==> src/rtl/debouncer_pkg.sv <==
// Shared types for the button front-end: debouncer and press classifier.
package debouncer_pkg;

  // Gesture classifier states; IDLE is the only non-busy state.
  typedef enum logic [2:0] {
    IDLE,
    PRESSED,
    LONG_HELD,
    WAIT_GAP,
    SECOND
  } press_state_e;

  // Larger of two cycle counts, used to size the shared gesture timer.
  function automatic int max_int(input int a, input int b);
    return (a > b) ? a : b;
  endfunction

endpackage

==> src/rtl/press_timer.sv <==
// Saturating up-counter timing the current gesture phase.
// A clear wins over an enable, and the count sticks at all-ones so that a
// long idle phase can never wrap back onto a terminal count.
module press_timer #(
  parameter int Width = 8
) (
  input  logic             clk_i,
  input  logic             rst_i,
  input  logic             clear_i,
  input  logic             en_i,
  output logic [Width-1:0] cnt_o
);

  // Count enabled cycles, restarting on clear and saturating at the top.
  always_ff @(posedge clk_i or posedge rst_i) begin
    if (rst_i) begin
      cnt_o <= '0;
    end else if (clear_i) begin
      cnt_o <= '0;
    end else if (en_i && (cnt_o != '1)) begin
      cnt_o <= cnt_o + 1'b1;
    end
  end

endmodule

==> src/rtl/press_classifier.sv <==
// Classifies debounced button gestures into short press, long press and
// double click, emitting one registered single-cycle tick per gesture.
module press_classifier
  import debouncer_pkg::*;
#(
  parameter int LongCycles = 100_000_000,
  parameter int GapCycles  = 25_000_000
) (
  input  logic clk_i,
  input  logic rst_i,
  input  logic db_level_i,
  output logic short_tick_o,
  output logic long_tick_o,
  output logic double_tick_o,
  output logic busy_o
);

  localparam int TimerWidth = $clog2(max_int(LongCycles, GapCycles));
  localparam logic [TimerWidth-1:0] LongLast = TimerWidth'(LongCycles - 1);
  localparam logic [TimerWidth-1:0] GapLast  = TimerWidth'(GapCycles - 1);

  press_state_e          state;
  logic                  level_q;
  logic                  rise;
  logic                  fall_unused_guard;
  logic                  state_change;
  logic                  timer_en;
  logic [TimerWidth-1:0] timer;

  // Previous level; resets high so a button held through reset needs a
  // fresh release-and-press before it is seen as a gesture.
  always_ff @(posedge clk_i or posedge rst_i) begin
    if (rst_i) begin
      level_q <= 1'b1;
    end else begin
      level_q <= db_level_i;
    end
  end

  assign rise              = db_level_i & ~level_q;
  assign fall_unused_guard = 1'b0;

  // Flags the cycles on which the FSM will leave its current state, so the
  // timer restarts from zero in every new state.
  always_comb begin
    state_change = 1'b0;
    case (state)
      IDLE:      state_change = rise;
      PRESSED:   state_change = ~db_level_i | (timer == LongLast);
      LONG_HELD: state_change = ~db_level_i;
      WAIT_GAP:  state_change = rise | (timer == GapLast);
      SECOND:    state_change = ~db_level_i;
      default:   state_change = 1'b1;
    endcase
  end

  assign timer_en = ((state == PRESSED) || (state == WAIT_GAP)) & ~fall_unused_guard;

  press_timer #(
    .Width (TimerWidth)
  ) u_timer (
    .clk_i   (clk_i),
    .rst_i   (rst_i),
    .clear_i (state_change),
    .en_i    (timer_en),
    .cnt_o   (timer)
  );

  // Gesture FSM with registered ticks; a release or re-press beats a
  // terminal count that lands on the same cycle.
  always_ff @(posedge clk_i or posedge rst_i) begin
    if (rst_i) begin
      state         <= IDLE;
      short_tick_o  <= 1'b0;
      long_tick_o   <= 1'b0;
      double_tick_o <= 1'b0;
    end else begin
      short_tick_o  <= 1'b0;
      long_tick_o   <= 1'b0;
      double_tick_o <= 1'b0;
      case (state)
        IDLE: begin
          if (rise) begin
            state <= PRESSED;
          end
        end
        PRESSED: begin
          if (!db_level_i) begin
            state <= WAIT_GAP;
          end else if (timer == LongLast) begin
            state       <= LONG_HELD;
            long_tick_o <= 1'b1;
          end
        end
        LONG_HELD: begin
          if (!db_level_i) begin
            state <= IDLE;
          end
        end
        WAIT_GAP: begin
          if (rise) begin
            state <= SECOND;
          end else if (timer == GapLast) begin
            state        <= IDLE;
            short_tick_o <= 1'b1;
          end
        end
        SECOND: begin
          if (!db_level_i) begin
            state         <= IDLE;
            double_tick_o <= 1'b1;
          end
        end
        default: begin
          state <= IDLE;
        end
      endcase
    end
  end

  assign busy_o = (state != IDLE);

endmodule

==> config.mk <==
export PLATFORM = sky130hd
export DESIGN_NAME = press_classifier
export DESIGN_NICKNAME = d
export VERILOG_FILES = /design/src/rtl/debouncer_pkg.sv /design/src/rtl/press_timer.sv /design/src/rtl/press_classifier.sv
export SDC_FILE = /design/constraint.sdc
export NUM_CORES = 1
export LEC_CHECK = 0
export ABC_CLOCK_PERIOD_IN_PS = 2100
export CAP_MARGIN = 10
export CORE_MARGIN = 5
export CORE_UTILIZATION = 45
export CTS_BUF_LIST = sky130_fd_sc_hd__clkbuf_2 sky130_fd_sc_hd__clkbuf_4 sky130_fd_sc_hd__clkbuf_8
export DETAILED_ROUTE_END_ITERATION = 6
export GPL_TIMING_DRIVEN = 0
export RECOVER_POWER = 25
export SLEW_MARGIN = 20
export SYNTH_ARGS = -nofsm -noshare
export SYNTH_HDL_FRONTEND = slang
export SYNTH_SLANG_ARGS = --single-unit
==> constraint.sdc <==
create_clock -name clk_i -period 2.1 [get_ports clk_i]
set_clock_uncertainty 0.05 [all_clocks]
set_input_delay 0.42 -clock clk_i [delete_from_list [all_inputs] [get_ports clk_i]]
set_output_delay 0.42 -clock clk_i [all_outputs]
set_load 0.005 [all_outputs]
# Word-level counts from Yosys, hierarchy flattened
# Cells that the tools add are included.
# totals
regBits,34
latch_bits,0
ram_bits,0
mem_bits_ro,0
inputBits,3
out_inout_bits,4
wordCells,48
n_memories,0
# op_classes
addsub,1
multipliers,0
div_mod_pow,0
magnitude_cmp,0
n_eq_ne,11
n_shift,0
n_mux,18
bitwise,5
n_reduce_logical,7
# ops
op,n
$mux 27,2
$add 27x1->27 const B,1
$eq 27x25->1 const B,1
$eq 27x27->1 const B,1
$ne 27x27->1 const B,1
$mux 3,6
$pmux 3 s4,1
$mux 1,8
$eq 3x2->1 const B,2
$ne 3x2->1 const B,2
$ne 2x2->1 const B,2
$pmux 1 s4,1
$reduce_and 4->1,1
$eq 3x1->1 const B,1
$eq 3x3->1 const B,1
$logic_not 3->1,1
$reduce_bool 3->1,1
$not 1->1,2
$or 1x1->1,2
$reduce_bool 2->1,1
$reduce_or 2->1,1
$and 1x1->1,1
$logic_and 1x1->1,1
$logic_or 1x1->1,1

# Depth between registers and ports, before layout
# Gate-level depths: netlist of the first run.
# logic_depth
word_depth,5
ltp_mapped,8
ltp_nobuf,6

# Modules after synthesis
# A second synthesis of the first run with hierarchy kept.
# unflattened
hier_cells,217
area_unflattened_um2,2009.4
# by_module_without_submodules
module,instances,cells_per_inst,area_each_um2,seq_area_each_um2
press_timer,1,161,1508.9,675.6
press_classifier,1,56,500.5,176.4

# Worst setup path before layout of the first run
# Ideal clock, no wire load.
# synth_timing
kind,reg2reg
start,register u_timer.cnt_o[0]
end,register u_timer.cnt_o[25]
setup_time_ns,0.119
arrival_time_ns,1.779
required_time_ns,1.931
slack_ns,0.152
stages_incl_launch_ff,8
path_buffers,1
synth_period_minus_slack_ns,1.948
path_cell_list,dfrtp_1 ha_1 and4_2 and3_1 buf_2 a2111oi_2 xnor2_1 nor2_2
# synth_between
elab_chain_len,4
# synth_lines
element,line,text
from (decl),press_timer.sv:11,output logic [Width-1:0] cnt_o
from (signal assigned),press_timer.sv:21,cnt_o <= cnt_o + 1'b1;
"parallel branches: the longest is 4 deep, another holds $add 27x1->27",-,
# Several ways; the timed one is not identified. The select of a mux whose other input is x is not followed.
# A chain may end at the register's enable or synchronous reset.

# Final worst setup path of the first run
# layout_timing
start,register u_timer.cnt_o[0]
end,register u_timer.cnt_o[4]
# The elaborated chain is that of the path after synthesis.

==> results of run 1 <==
-- cell usage after synthesis, types with 2 or more instances --
library cell / number / area (um2)
inv_1: 3 / 11.3
nor2_2: 10 / 62.6
buf_6: 3 / 33.8
a21oi_1: 15 / 75.1
nor4b_2: 2 / 30.0
and4_1: 3 / 26.3
o31a_1: 2 / 17.5
nor2b_1: 2 / 12.5
nor2_1: 10 / 37.5
and2_1: 3 / 18.8
or3_1: 5 / 31.3
nand2_1: 12 / 45.0
nand4_1: 9 / 56.3
o2111ai_1: 2 / 17.5
xor2_1: 4 / 35.0
or4_1: 9 / 67.6
o31ai_1: 8 / 60.1
a31oi_1: 4 / 25.0
o21ai_0: 4 / 20.0
nor4b_1: 2 / 17.5
and3_1: 5 / 31.3
buf_2: 4 / 20.0
a211oi_1: 2 / 15.0
xnor2_1: 9 / 78.8
dfrtp_1: 33 / 826
nand3_1: 6 / 30.0
a2111oi_2: 3 / 45.0
-- where the power goes --
group / switching, mW / internal [mW] / total [mW]
Combinational: 0.491 / 0.369 / 0.860
Clock: 0.233 / 0.331 / 0.564
Sequential: 0.0580 / 0.701 / 0.759
Total: 0.783 / 1.40 / 2.18
-- sequential cells by signal, summed over array words and instances (netlist names) --
name,count
u_timer.cnt_o,27
short_tick_o,1
state,3
long_tick_o,1
level_q,1
double_tick_o,1
-- worst max path at each step --
stage	start	to	slack, ps	depth (start not counted)
finish	u_timer.cnt_o[0]	u_timer.cnt_o[4]	80	7
global route	u_timer.cnt_o[23]	u_timer.cnt_o[16]	-5	8
floorplan	u_timer.cnt_o[0]	u_timer.cnt_o[25]	150	7
global placement	db_level_i	u_timer.cnt_o[4]	-310	7
detailed placement	db_level_i	u_timer.cnt_o[4]	-390	7
CTS	u_timer.cnt_o[0]	u_timer.cnt_o[7]	20	7
-- stage by stage --
step	utilization	TNS, ps	power, mW
detailed placement	0.493	-9110	1.51
finish	0.530	0	2.18
floorplan	-	0	1.33
global placement	0.493	-7270	1.49
global route	0.530	-5.04	2.32
CTS	0.523	0	2.17
-- cell type report --
| cell class | instances | area (um2) | area share |
|---|---|---|---|
| Buffer | 10 | 80.1 | 0.0345 |
| Inverter | 3 | 11.3 | 0.00485 |
| Sequential cell | 34 | 855 | 0.368 |
| Clock buffer | 8 | 110 | 0.0474 |
| Timing Repair Buffer | 8 | 68.8 | 0.0296 |
| Tap cell | 52 | 65.1 | 0.0280 |
| Multi-Input combinational cell | 152 | 1130 | 0.488 |
-- per-layer routing --
| metal | vias to the layer above | GRT usage | share of wire |
|---|---|---|---|
| met3 | 9 | 0.0422 | 0.036 |
| li1 | 796 | - | - |
| met4 | 0 | 0.0619 | 0.017 |
| met2 | 26 | 0.269 | 0.48 |
| met1 | 809 | 0.214 | 0.47 |
| met5 | - | 0 | 0 |
-- cells by family (layout without fill, tap and decap cells) --
logic type	after synthesis	after routing	synth area share
AOI/OAI and AO/OA	48	48	0.178
and+or+nand+nor	89	89	0.291
buffers and inverters	13	29	0.0449
DFF	34	34	0.419
adders and majority gates	1	1	0.00615
muxes	1	1	0.00492
xor gates and xnor gates	13	13	0.0560
-- timing repair --
item / CTS / global route
resized for setup: 1 / 12
buffers inserted: 2 / 0
setup endpoints to repair: 20 / 29
pin swaps: 1 / 2
endpoints found under the hold margin: 0 / 0
==> out/qor.yml, run 1 <==
fin_crit_sh: 0.962
critical_path_class: "flop to flop"
initial_core_util: 0.464
die_h_um: 77.2
crit_buf_inv: 1
min_from: "db_level_i"
cts_buffer_depth: 2
final_max_slew_viol_count: 0
critical_path_arrival_ps: 2140
fin_ws_ps: 80.5
yosys_warnings: 0
synth_cell_types: 52
drt_pass1_iterations: 4
vdd_drop_max_mv: 0.431
maxCapViolCount: 0
final_nets: 218
place_hpwl_um: 3330
critPathMaxFanout: 10
r2r_cells: 7
antenna_left: 0
grt_pass1_vias: 1671
num_vias: 1640
placed_area_um2: 2160
worstSetupStartpointType: "flop"
vias_per_cell: 6.14
numCtsBuffers: 5
hold_ws_ps: 273
rsz0062_at_grt: "true"
synth-seq-cells: 34
antenna_found_initial: 0
min_period_ps: 2020
die_area_um2: 5970
crit-reg2reg-capture: "u_timer.cnt_o[4]"
crit_family: "compound AO/OA/AOI/OAI gates"
cts_tree: "built"
yosysSeqAreaShare: 0.419
core.rowCount: 24
clk-insertion-delay-late_ps: 290
cts_htree_levels: 2
hold_end: "level_q"
clk_pin_slew_ps: 70
synth-main-ff-cell: "dfrtp_1"
slowest_delay_ps: 370
area_growth_syn_to_layout_pct: 14.1
core_um2: 4380
stdcell_count: 267
power_density_nw_per_um2: 940
worst_pin_slew_ps: 1270
cts_hold_buf: 0
end_kind: "flop"
syn_area_um2: 2030
num-fill-cells: 393
drc: 0
relSlewSlack: 0.151
antennaDiodeCount: 0
mostFrequentLayoutCells: "dfrtp_1, a21oi_1, nand2_1"
grt_usage: 0.167
hold_viol_final: 0
final_area_um2: 2320
cts.sinks: 34
syn_nets: 203
post_drt_wl_per_cell_um: 17.4
cts-root-buf: "clkbuf_8"
die_w_um: 77.2
synth_edf_count: 0
grt_pass1_wl_um: 7990
rr_startpoint: "u_timer.cnt_o[0]"
synthCells: 199
power_leakage_nw: 0.874
grt_overflow: 0
reg2reg_slack_ps: 80
drt_wl_total_um: 4660
drt_iter0_drc: 143
portBuffers: 6
crit_slowest_cell: "dfrtp_1"
cp.required_ps: 2220
hold_depth: 1
gp_congestion: 0.852
boundaryPins: 7
setup_viol: 0
synthArstFlopShare: 1.00
fmax_mhz: 495
drive_above_1_share: 0.256
status: "complete, no violations"
pre_cts_ws_ps: -390
hp-class: "input port to flop"
dp.cells: 257
syn_avg_cell_area_um2: 10.2
path_cells: "ha_1, and4_4, nand3_4, o31a_1, o211ai_4, buf_6, a21oi_1"
grt_max_degree: 35
layout.cells.most_common: "dfrtp_1"
Note: power is estimated with default switching activity, not from simulation.
==> inputs of run 2 (changes only) <==
--- a/config.mk
+++ b/config.mk
@@ -5,7 +5,7 @@
 export SDC_FILE = /design/constraint.sdc
 export NUM_CORES = 1
 export LEC_CHECK = 0
-export ABC_CLOCK_PERIOD_IN_PS = 2100
+export ABC_CLOCK_PERIOD_IN_PS = 2300
 export CAP_MARGIN = 10
 export CORE_MARGIN = 5
 export CORE_UTILIZATION = 45
==> constraint.sdc (replaced) <==
create_clock -name clk_i -period 2.3 [get_ports clk_i]
set_clock_uncertainty 0.05 [all_clocks]
set_input_delay 0.46 -clock clk_i [delete_from_list [all_inputs] [get_ports clk_i]]
set_output_delay 0.46 -clock clk_i [all_outputs]
set_load 0.005 [all_outputs]
==> run 2 against run 1 <==
Effect of this change: setup slack gained 39 ps; die area is the same; via count shrank 0.37%; highest routed layer unchanged.
==> out/qor.yml, run 2 (same netlist as run 1, synthesis figures left out) <==
status: "complete, no violations"
drt_wl_total_um: 4550  # -2.3%
antenna_left: 0  # unchanged
swShare: 0.357  # -0.00176
boundaryPins: 7  # unchanged
grt_pass1_vias: 1653  # -1.1%
hp-class: "flop to flop"
place_hpwl_um: 3330  # unchanged
hold_viol_final: 0  # unchanged
largest-register: "u_timer.cnt_o"
reg2reg_slack_ps: 120  # +40 ps
worstSetupStartpointType: "flop"
mostFrequentLayoutCells: "dfrtp_1, a21oi_1, nand2_1"
cp.required_ps: 2420  # +200 ps
critPathMaxFanout: 10  # unchanged
crit-reg2reg-capture: "u_timer.cnt_o[4]"
antenna_found_initial: 0  # unchanged
clockPowerShare: 0.272  # +0.014
path_cells: "ha_1, and4_2, nand3_4, o31a_1, o211ai_4, buf_6, a21oi_1"
cts_tree: "built"
layout.cells.most_common: "dfrtp_1"
cts-root-buf: "clkbuf_8"
cts_hold_buf: 0  # unchanged
worst_pin_slew_ps: 697  # -575 ps
numCtsBuffers: 5  # unchanged
drc: 0  # unchanged
final_max_slew_viol_count: 0  # unchanged
area_growth_syn_to_layout_pct: 11.9
cts_buffer_depth: 2  # unchanged
critical_path_arrival_ps: 2300  # +160 ps
largest_register_ffs: 27  # unchanged
clk_pin_slew_ps: 70  # about the same
post_drt_wl_per_cell_um: 17.2  # -1.5%
dp.cells: 257  # unchanged
stdcell_count: 265  # -0.75%
crit_family: "compound AO/OA/AOI/OAI gates"
grt_pass1_wl_um: 7940  # -0.69%
core_um2: 4380  # unchanged
grt_overflow: 0  # unchanged
crit_buf_inv: 1  # unchanged
cts_htree_levels: 2  # unchanged
power_density_nw_per_um2: 835  # -11%
gp_congestion: 0.852  # unchanged
setup_viol: 0  # unchanged
rsz0062_at_grt: "false"
end_kind: "flop"
rr_startpoint: "u_timer.cnt_o[0]"
portBuffers: 6  # unchanged
combPwrFrac: 0.368  # -0.026
fin_util: 0.519  # -0.0106
die_w_um: 77.2  # unchanged
startpoint: "u_timer.cnt_o[0]"
drt_iter0_drc: 112  # -22%
final_nets: 216  # -0.92%
power_leakage_nw: 0.861  # -1.5%
relSlewSlack: 0.535  # +0.383
worstSetupEndpoint: "u_timer.cnt_o[4]"
antennaDiodeCount: 0  # unchanged
fin_crit_sh: 0.948  # -0.0138
fmax_mhz: 459  # -7.4%
num_vias: 1634  # -0.37%
clk-insertion-delay-late_ps: 290  # about the same
initial_core_util: 0.464  # unchanged
largestRegisters: "u_timer.cnt_o: 27 flops, state: 3 flops"
internal-power_mw: 1.22  # -13%
die_area_um2: 5970  # unchanged
grt_usage: 0.165  # -0.00171
core.rowCount: 24  # unchanged
seqPwrFrac: 0.360  # +0.012
min_period_ps: 2180  # +161 ps
die_h_um: 77.2  # unchanged
num-fill-cells: 400  # +1.8%
slowest_delay_ps: 380  # about the same
vias_per_cell: 6.17  # +0.39%
grt_max_degree: 35  # unchanged
drive_above_1_share: 0.216  # -0.0399
critical_path_class: "flop to flop"
r2r_cells: 7  # unchanged
maxCapViolCount: 0  # unchanged
crit_slowest_cell: "o211ai_4"
vdd_drop_max_mv: 0.393  # -8.9%
cts.sinks: 34  # unchanged
cp.depth: 7  # unchanged
power_switching_mw: 0.678  # -13%
drt_pass1_iterations: 4  # unchanged
## run 2: worst reg2reg max path: cells and delay by family (launching register included)
family / cells / cell delay, ps
AO/OA/AOI/OAI: 3 / 750
adder cells (fa/ha/maj): 1 / 210
buffers and inverters: 1 / 210
flip-flops: 1 / 370
AND/OR/NAND/NOR: 2 / 480
## run 2: final cells by class
class | instances | area [um2] | share of cell area
Multi-Input combinational cell | 152 | 1100 | 0.482
Tap cell | 52 | 65.1 | 0.0286
Clock buffer | 8 | 110 | 0.0484
Sequential cell | 34 | 852 | 0.374
Buffer | 10 | 80.1 | 0.0352
Timing Repair Buffer | 6 | 60.1 | 0.0264
Inverter | 3 | 11.3 | 0.00495
## run 2: through the flow
step	total power, mW	setup slack, ps	area [um2]	hold slack (ps)	setup TNS, ps
floorplan	1.21	352	2030	414	0
global route	2.02	3.22	2280	533	0
CTS	1.90	81.2	2270	493	0
finish	1.90	120	2280	504	0
global placement	1.36	-152	2160	471	-2700
detailed placement	1.38	-230	2160	486	-4470
## run 2: layer usage
| layer | part of all wire | global-route usage | routed length [um] | vias to the layer above |
|---|---|---|---|---|
| met2 | 0.49 | 0.264 | 2210 | 29 |
| met4 | 0.013 | 0.0601 | 59 | 0 |
| met1 | 0.46 | 0.215 | 2080 | 804 |
| met3 | 0.045 | 0.0398 | 204 | 8 |
| li1 | - | - | - | 793 |
| met5 | 0 | 0 | 0 | - |
## run 2: worst min path at each step
stage	start	end	slack, ps	cells past startpoint
3_5_place_dp	state[0]	double_tick_o	490	1
3_3_place_gp	state[0]	double_tick_o	470	1
6_report	state[0]	double_tick_o	500	1
5_1_grt	state[0]	double_tick_o	530	1
2_1_floorplan	db_level_i	level_q	410	0
4_1_cts	state[0]	double_tick_o	490	1
## run 2: power groups by stage
| stage | Sequential [mW] | Combinational (mW) | Clock (mW) |
|---|---|---|---|
| after global routing | 0.691 | 0.764 | 0.564 |
| after floorplan | 0.682 | 0.530 | 0 |
| after global placement | 0.689 | 0.668 | 0 |
| final | 0.683 | 0.700 | 0.517 |
| after CTS | 0.681 | 0.688 | 0.536 |
| after detailed placement | 0.692 | 0.685 | 0 |
## run 2: timing repair
action	4_1_cts	5_1_grt
setup endpoints to repair	0	20
gates resized for setup	0	1
setup buffers	0	0
